File: src/rtl/fifo_burst_write_arbiter.sv
// Round-robin burst arbiter that shares one FIFO write port among NUM_REQ
// producers. A grant is held for exactly BURST_LEN accepted beats. A new
// burst starts only while the FIFO is not almost full.
module fifo_burst_write_arbiter #(
    parameter int NUM_REQ   = 4,
    parameter int DATA_W    = 64,
    parameter int BURST_LEN = 16,
    parameter int CNT_W     = 5
) (
    input  logic                        system_clk,
    input  logic                        rst_n,
    input  logic [NUM_REQ-1:0]          i_req,
    input  logic [NUM_REQ-1:0]          i_valid,
    input  logic [NUM_REQ*DATA_W-1:0]   i_data,
    output logic [NUM_REQ-1:0]          o_ready,
    output logic [NUM_REQ-1:0]          o_grant,
    input  logic                        i_fifo_full,
    input  logic                        i_fifo_almost_full,
    output logic                        o_fifo_wren,
    output logic [DATA_W-1:0]           o_fifo_wrdata,
    output logic                        o_busy,
    output logic                        o_burst_done
);

    localparam int PTR_W = (NUM_REQ > 1) ? $clog2(NUM_REQ) : 1;

    typedef enum logic {
        ST_IDLE,
        ST_BURST
    } state_t;

    state_t             state, state_nx;
    logic [NUM_REQ-1:0] grant_nx;
    logic [CNT_W-1:0]   beat_cnt, beat_cnt_nx;
    logic [PTR_W-1:0]   rr_ptr, rr_ptr_nx;
    logic               burst_done_nx;

    logic               win_found;
    logic [PTR_W-1:0]   win_idx;
    logic               accept;
    logic               last_beat;

    // Beat handshake: only the granted producer can be accepted, and a full
    // FIFO stalls it without losing the beat.
    assign o_ready     = o_grant & {NUM_REQ{~i_fifo_full}};
    assign accept      = (|(o_grant & i_valid)) & ~i_fifo_full;
    assign o_fifo_wren = accept;
    assign last_beat   = (beat_cnt == CNT_W'(BURST_LEN - 1));
    assign o_busy      = (state == ST_BURST);

    // Round-robin search starting at rr_ptr, wrapping modulo NUM_REQ.
    always_comb begin
        int cand;
        // NOTE: every variable gets a default before any conditional
        // assignment so no path leaves it unassigned, which would infer a latch.
        win_found = 1'b0;
        win_idx   = '0;
        cand      = 0;
        for (int i = 0; i < NUM_REQ; i++) begin
            cand = (int'(rr_ptr) + i) % NUM_REQ;
            if (!win_found && i_req[PTR_W'(cand)]) begin
                win_found = 1'b1;
                win_idx   = PTR_W'(cand);
            end
        end
    end

    // Write-data mux: one-hot OR of the granted slice, zero when idle.
    always_comb begin
        o_fifo_wrdata = '0;
        for (int k = 0; k < NUM_REQ; k++) begin
            if (o_grant[k]) begin
                o_fifo_wrdata = o_fifo_wrdata | i_data[k*DATA_W +: DATA_W];
            end
        end
    end

    // Next-state logic for the IDLE/BURST controller and its datapath regs.
    always_comb begin
        state_nx      = state;
        grant_nx      = o_grant;
        beat_cnt_nx   = beat_cnt;
        rr_ptr_nx     = rr_ptr;
        burst_done_nx = 1'b0;
        unique case (state)
            ST_IDLE: begin
                if (win_found && !i_fifo_almost_full) begin
                    state_nx    = ST_BURST;
                    grant_nx    = NUM_REQ'(1) << win_idx;
                    beat_cnt_nx = '0;
                    // The winner moves to the back of the rotation.
                    rr_ptr_nx   = (win_idx == PTR_W'(NUM_REQ - 1)) ? '0 : win_idx + 1'b1;
                end
            end
            ST_BURST: begin
                // Requests and almost-full are ignored here; only the beat
                // count ends a burst.
                if (accept) begin
                    if (last_beat) begin
                        state_nx      = ST_IDLE;
                        grant_nx      = '0;
                        beat_cnt_nx   = '0;
                        burst_done_nx = 1'b1;
                    end else begin
                        beat_cnt_nx = beat_cnt + 1'b1;
                    end
                end
            end
            default: begin
                state_nx = ST_IDLE;
                grant_nx = '0;
            end
        endcase
    end

    // State register with synchronous active-low reset.
    always_ff @(posedge system_clk) begin
        // NOTE: sequential state uses non-blocking assignments so every
        // register samples pre-edge values regardless of statement order.
        if (!rst_n) begin
            state        <= ST_IDLE;
            o_grant      <= '0;
            beat_cnt     <= '0;
            rr_ptr       <= '0;
            o_burst_done <= 1'b0;
        end else begin
            state        <= state_nx;
            o_grant      <= grant_nx;
            beat_cnt     <= beat_cnt_nx;
            rr_ptr       <= rr_ptr_nx;
            o_burst_done <= burst_done_nx;
        end
    end

endmodule

File: config.mk
export PLATFORM = sky130hd
export DESIGN_NAME = fifo_burst_write_arbiter
export DESIGN_NICKNAME = d
export VERILOG_FILES = /design/src/rtl/fifo_burst_write_arbiter.sv
export SDC_FILE = /design/constraint.sdc
export NUM_CORES = 1
export LEC_CHECK = 0
export CAP_MARGIN = 0
export CORE_AREA = 2 2 132 134
export CTS_CLUSTER_DIAMETER = 60
export DETAILED_ROUTE_END_ITERATION = 8
export DIE_AREA = 0 0 134 136
export PLACE_DENSITY = 0.54
export REMOVE_ABC_BUFFERS = 1
export SKIP_LAST_GASP = 1
export SLEW_MARGIN = 20
export SYNTH_ARGS = -nofsm -noshare
export SYNTH_HDL_FRONTEND = slang
export SYNTH_SLANG_ARGS = --single-unit
File: constraint.sdc
create_clock -name system_clk -period 4.4 [get_ports system_clk]
set_clock_uncertainty 0.05 [all_clocks]
set_input_delay 0.88 -clock system_clk [delete_from_list [all_inputs] [get_ports system_clk]]
set_output_delay 0.88 -clock system_clk [all_outputs]
set_load 0.05 [all_outputs]
==> run summary, run 1 <==
Clk slew on worst S/H paths -> 0.04 ns
Unique masters post-synth -> 37
Drt pass-1 iters -> 4
Inserted Diodes -> 0
Post-route clock period utilization -> 82.2%
Leakage -> 0.00219 uW
Fillcell total -> 1743
Asr flop ratio synth -> 0%
Post-CTS sizing -> 0
Post-synth top flop -> dfxtp_1
Setup violators final -> 0
Fin cells -> 860
Fmax -> 277 MHz
Grt ovf -> 0
Setup WS post-layout -> 0.784 ns
EDFF count, synth -> 0
Chip width -> 134 um
GPL Wtd Cong -> 0.883
Vias in the first global route -> 3857
Outcome -> completed
Core Footprint -> 0.0169 mm2
Later-pin clock latency in the skew report -> 0.24 ns
Area growth syn-to-layout -> 179%
Worst r2r src -> o_grant[1]$_SDFFE_PN0P_
Post-DP HPWL -> 12600 um
Fin. max-slew vios -> 0
Type of origin of the critical path -> primary input
Hold WC Path Type -> flop to flop
Mean post-synth cell area -> 6.69 um2
DR DRC count -> 0
Final wirelength -> 15600 um
Hold Crit Depth -> 2
Vias -> 3880
Yosys top cell area share -> 47.2%
Cells after Synth -> 311
Fin crit period -> 3.62 ns
Top cells by area, synth -> a22oi_1 (47%), nand2_1 (14%), dfxtp_1 (13%)
CTS tree -> done
Sink Count -> 13
RSZ-0062 raised after global routing -> no
Port buffer count -> 342
Synth warn -> 0
Largest net degree at the start of global routing -> 37
Maximum VDD drop -> 104 uV
Ports -> 343
Clock tree buffer depth -> 2
Synth Cell Area -> 0.00208 mm2
Total track usage -> 15.2%
Share of cells above drive strength 1 -> 3.46%
Placed Cells -> 856
Total Nets Final -> 909
WP data required -> 3.47 ns
Setup TNS -> 0 ns
H-tree depth -> 1
Clk root buf -> clkbuf_16
Synth area leader -> a22oi_1
Initial detailed-routing violation count -> 193
Seq/Total Area, Yosys -> 12.5%
Routed vias/inst -> 4.51
#FFs+latches synth -> 13
Worst setup startpoint -> i_valid[0]
Antenna-violating nets left -> 0
Hold Vio Cnt, Final -> 0
Die Height -> 136 um
Rows -> 48
First-pass GRT wire length -> 21900 um
CTS buffer count -> 3
Slew at the pin with the worst max-slew slack -> 0.734 ns
DP Worst Slack -> 0.786 ns
CP Capture Type -> output port
Initial antenna violation count -> 0
Setup bufs post-CTS -> 0
Worst hold start -> beat_cnt[4]$_SDFFE_PN0P_
Hold buffers post-CTS -> 0
WP data arrival -> 2.69 ns
Initial Util -> 12.3%
Die Area -> 0.0182 mm2
Fin util -> 34.4%
Worst-path fanout max -> 8
R2r worst-path depth -> 4
Critical path type -> primary input to output port
Max-Slew Margin vs Limit -> 51.1%
Routed len/inst -> 18.2 um
P per Cell Area -> 209 mW/mm2
Max cap viols -> 0
[kinds of logic after synthesis]
family / Yosys count / synth area share (%)
buf+inv: 34 / 6.85
flops: 13 / 12.5
mux: 2 / 0.962
simple gates: 104 / 22.4
compound gates: 153 / 54.3
fa+ha+maj: 5 / 3.00
[area by class of cell]
| type | instances | area, um2 | area share, % |
|---|---|---|---|
| clock buffer | 4 | 78.8 | 1.36 |
| inverter | 3 | 11.3 | 0.194 |
| multi-input combinational | 264 | 1680 | 28.9 |
| sequential | 13 | 265 | 4.57 |
| tap | 225 | 282 | 4.85 |
| timing repair buffer | 351 | 3490 | 60.1 |
[sequential cells by signal, summed over array words and instances (netlist names)]
name and flops:
o_grant 4, rr_ptr 2, o_burst_done 1, beat_cnt 5, o_busy 1
[power breakdown]
part / total, uW / switching (uW) / leakage (uW) / internal, uW
Clock: 173 / 50.7 / 0.0000382 / 122
Combinational: 893 / 484 / 0.00205 / 409
Sequential: 146 / 22.1 / 0.000108 / 124
[layout by cell type, fill, tap and decap left out, types with 2 or more instances in the layout]
cell type | Yosys | routed
a22oi_1 | 131 | 131
clkdlybuf4s50_1 | 0 | 342
dfxtp_1 | 13 | 9
a21oi_1 | 4 | 4
nand3_1 | 10 | 10
buf_4 | 1 | 9
o21ai_1 | 3 | 3
mux2i_1 | 2 | 2
inv_1 | 3 | 3
nor2b_1 | 4 | 4
dfxtp_2 | 0 | 4
nand2_1 | 76 | 76
nor3b_1 | 2 | 2
clkbuf_16 | 0 | 3
o21ai_0 | 5 | 5
nor2_1 | 3 | 3
ha_1 | 5 | 5
[worst max-delay path: stages]
cell             delay [ns]
clkdlybuf4s50_1        0.46
a22oi_1                0.09
a21oi_2                0.37
clkdlybuf4s50_1        0.89
[routing by layer]
| layer | global-route usage (%) | part of all wire (%) | wire (um) | vias up |
|---|---|---|---|---|
| met5 | 0 | 0 | 0 | - |
| met4 | 2.48 | 1.2 | 193 | 0 |
| met3 | 3.84 | 9.3 | 1450 | 14 |
| met2 | 26.5 | 49 | 7650 | 205 |
| met1 | 19.1 | 40 | 6320 | 1797 |
| li1 | - | - | - | 1864 |
[stage by stage]
step           cell area [um2]  total power, uW  hold slack [ns]
2_1_floorplan             1950              569            0.358
3_3_place_gp              5730             1040            0.375
3_5_place_dp              5730             1040            0.381
4_1_cts                   5810             1220            0.388
5_1_grt                   5810             1260            0.425
6_report                  5810             1210            0.386
[worst paths after layout]
kind | end | slack [ns]
max | o_fifo_wren | 0.78
min | beat_cnt[4]$_SDFFE_PN0P_ | 0.39
max reg2reg | o_grant[3]$_SDFFE_PN0P_ | 2.51
min reg2reg | beat_cnt[4]$_SDFFE_PN0P_ | 0.39
[synthesized netlist by cell type, types with 2 or more instances]
cell,number
a22oi_1,131
nand2_1,76
dfxtp_1,13
buf_1,12
clkbuf_1,12
nand3_1,10
buf_2,5
ha_1,5
o21ai_0,5
a21oi_1,4
nor2b_1,4
inv_1,3
nor2_1,3
o21ai_1,3
mux2i_1,2
nor3b_1,2
No activity file was read; power rests on OpenSTA's default activity.
==> inputs of run 2 (changes only) <==
--- a/config.mk
+++ b/config.mk
@@ -6,11 +6,11 @@
 export NUM_CORES = 1
 export LEC_CHECK = 0
 export CAP_MARGIN = 0
-export CORE_AREA = 2 2 132 134
+export CORE_AREA = 2 2 134 136
 export CTS_CLUSTER_DIAMETER = 60
 export DETAILED_ROUTE_END_ITERATION = 8
-export DIE_AREA = 0 0 134 136
-export PLACE_DENSITY = 0.54
+export DIE_AREA = 0 0 136 138
+export PLACE_DENSITY = 0.53
 export REMOVE_ABC_BUFFERS = 1
 export SKIP_LAST_GASP = 1
 export SLEW_MARGIN = 20
==> constraint.sdc (replaced) <==
create_clock -name system_clk -period 3.5 [get_ports system_clk]
set_clock_uncertainty 0.05 [all_clocks]
set_input_delay 0.7 -clock system_clk [delete_from_list [all_inputs] [get_ports system_clk]]
set_output_delay 0.7 -clock system_clk [all_outputs]
set_load 0.05 [all_outputs]
==> run 2 against run 1 <==
Effect of this change: first-iteration DRC count up 12%; wire length down 3.9%; clock-buffer cell count unchanged; non-clock buffer count unchanged; die area up 3.0%; final area unchanged; via count unchanged; clock power up 25%; total power up 24%; setup slack worse by 0.28 ns.
==> run summary, run 2 (synthesis results as in run 1) <==
Outcome -> completed
Worst-path fanout max -> 1 (-7)
Grt ovf -> 0 (unchanged)
Routed vias/inst -> 4.49 (-0.46%)
Share of cells above drive strength 1 -> 3.78% (+0.31 points)
Switch Pwr -> 687 uW (+23%)
Largest net degree at the start of global routing -> 40 (+8.1%)
Post-route clock period utilization -> 85.5%
Drt pass-1 iters -> 4 (unchanged)
Fin crit period -> 2.99 ns
Slowest cell on the critical path -> clkdlybuf4s50_1
Reg with most FFs -> beat_cnt
Met1 GRT Util -> 17.4% (-1.8 points)
Core Footprint -> 0.0175 mm2 (+3.9%)
Hold_ws -> 0.390 ns (+0.00382 ns)
Clock share of power -> 14.3% (about the same)
CP Capture Type -> output port
WP data required -> 2.75 ns (-0.72 ns)
Gr busiest metal -> met2
DR DRC count -> 0 (unchanged)
First-pass GRT wire length -> 21900 um (unchanged)
Max FFs per register -> 5 (unchanged)
Sw frac -> 45.5% (-0.44 points)
Vias -> 3880 (unchanged)
Max-Slew Margin vs Limit -> 62.0% (+11 points)
Area growth syn-to-layout -> 179% (unchanged)
Inserted Diodes -> 0 (unchanged)
Setup bufs post-CTS -> 0 (unchanged)
Ports -> 343 (unchanged)
Critical path type -> primary input to output port
Total track usage -> 14.6% (-0.53 points)
Clock tree buffer depth -> 2 (unchanged)
CP most frequent cell -> clkdlybuf4s50_1
Initial Util -> 11.9% (-0.46 points)
Chip width -> 136 um (+1.5%)
Setup TNS -> 0 ns (unchanged)
Comb pwr share -> 74.9% (+1.2 points)
Total Nets Final -> 909 (unchanged)
Biggest regs -> beat_cnt: 5 flops, o_grant: 4 flops, rr_ptr: 2 flops
Die Area -> 0.0188 mm2 (+3.0%)
Die Height -> 138 um (+1.5%)
Hold Vio Cnt, Final -> 0 (unchanged)
Fmax -> 334 MHz
CTS tree -> done
GR Layer Usage met2 -> 26.6% (+0.14 points)
P per Cell Area -> 260 mW/mm2 (+24%)
Sink Count -> 13 (unchanged)
Later-pin clock latency in the skew report -> 0.24 ns (about the same)
Vias in the first global route -> 3851 (-0.16%)
Slew at the pin with the worst max-slew slack -> 0.569 ns (-0.165 ns)
Post-DP HPWL -> 12000 um (-4.7%)
Reg2reg setup slack -> 1.67 ns (-0.84 ns)
Setup violators final -> 0 (unchanged)
Port buffer count -> 342 (unchanged)
RSZ-0062 raised after global routing -> no
Max cap viols -> 0 (unchanged)
GPL Wtd Cong -> 0.944 (+6.9%)
Crit path cell chain -> clkdlybuf4s50_1, a22oi_1, nand2_1, clkdlybuf4s50_1
Routed len/inst -> 17.4 um (-4.3%)
Clk root buf -> clkbuf_16
Rows -> 49 (+2.1%)
CTS buffer count -> 3 (unchanged)
H-tree depth -> 1 (unchanged)
Fin util -> 33.1% (-1.3 points)
Met3 Usage GRT -> 3.15% (-0.69 points)
Post-CTS sizing -> 0 (unchanged)
Initial antenna violation count -> 0 (unchanged)
Leakage -> 0.00220 uW (+0.15%)
Most common cell after layout, fill and taps aside -> clkdlybuf4s50_1
Clk slew on worst S/H paths -> 0.04 ns (about the same)
CP peak stage delay -> 0.85 ns (-0.04 ns)
Type of origin of the critical path -> primary input
Hold buffers post-CTS -> 0 (unchanged)
Final wirelength -> 15000 um (-3.9%)
Commonest non-fill, non-tap cells in the layout -> clkdlybuf4s50_1 (340), a22oi_1 (131), nand2_1 (76)
Fin. max-slew vios -> 0 (unchanged)
Maximum VDD drop -> 235 uV (+120%)
Antenna-violating nets left -> 0 (unchanged)
WP data arrival -> 2.24 ns (-0.45 ns)
Internal power -> 822 uW (+25%)
Hold WC Path Type -> flop to flop
Initial detailed-routing violation count -> 216 (+12%)
Sequential Power Share -> 10.8% (-1.3 points)
run 2: power groups by stage:
stage               Clock [uW]  Sequential, uW  Combinational [uW]
detailed placement           0             166                1130
floorplan                    0             214                 501
global placement             0             165                1120
global route               224             164                1190
finish                     216             163                1130
CTS                        217             163                1140
run 2: routing by layer:
metal | vias up | wire, um
met4 | 0 | 342
met3 | 24 | 1430
li1 | 1863 | -
met2 | 219 | 7490
met5 | - | 0
met1 | 1774 | 5750
run 2: critical path: cells and delay by family:
| kind | cells | cell delay (ns) |
|---|---|---|
| buffers and inverters | 2 | 1.33 |
| and+or+nand+nor | 1 | 0.15 |
| AOI/OAI and AO/OA | 1 | 0.06 |
run 2: final timing paths:
check	from	endpoint	cells after the start
setup reg to reg	o_grant[1]$_SDFFE_PN0P_	o_grant[0]$_SDFFE_PN0P_	5
hold reg to reg	beat_cnt[4]$_SDFFE_PN0P_	beat_cnt[4]$_SDFFE_PN0P_	2
setup / recovery	i_data[198]	o_fifo_wrdata[6]	4
hold / removal	beat_cnt[4]$_SDFFE_PN0P_	beat_cnt[4]$_SDFFE_PN0P_	2
run 2: through the flow:
stage	cells	total power, uW	cell area (um2)	worst slack [ns]
after floorplan	280	715	1950	0.0778
after global placement	860	1290	5730	0.516
after detailed placement	860	1300	5730	0.519
after CTS	864	1520	5810	0.512
after global routing	864	1570	5810	0.471
final	864	1510	5810	0.506
run 2: cell type report:
type | instances | area (um2)
Multi-Input combinational cell | 264 | 1680
Sequential cell | 13 | 265
Tap cell | 229 | 287
Clock buffer | 4 | 78.8
Inverter | 3 | 11.3
Timing Repair Buffer | 351 | 3490
Fill cell | 1854 | 11700
==> inputs of run 3 (changes only) <==
--- a/config.mk
+++ b/config.mk
@@ -12,6 +12,7 @@
 export DIE_AREA = 0 0 136 138
 export PLACE_DENSITY = 0.53
 export REMOVE_ABC_BUFFERS = 1
+export SKIP_CTS_REPAIR_TIMING = 1
 export SKIP_LAST_GASP = 1
 export SLEW_MARGIN = 20
 export SYNTH_ARGS = -nofsm -noshare
==> results of run 3 <==
Same layout as run 2: the final DEF is identical, and so are final timing and power.
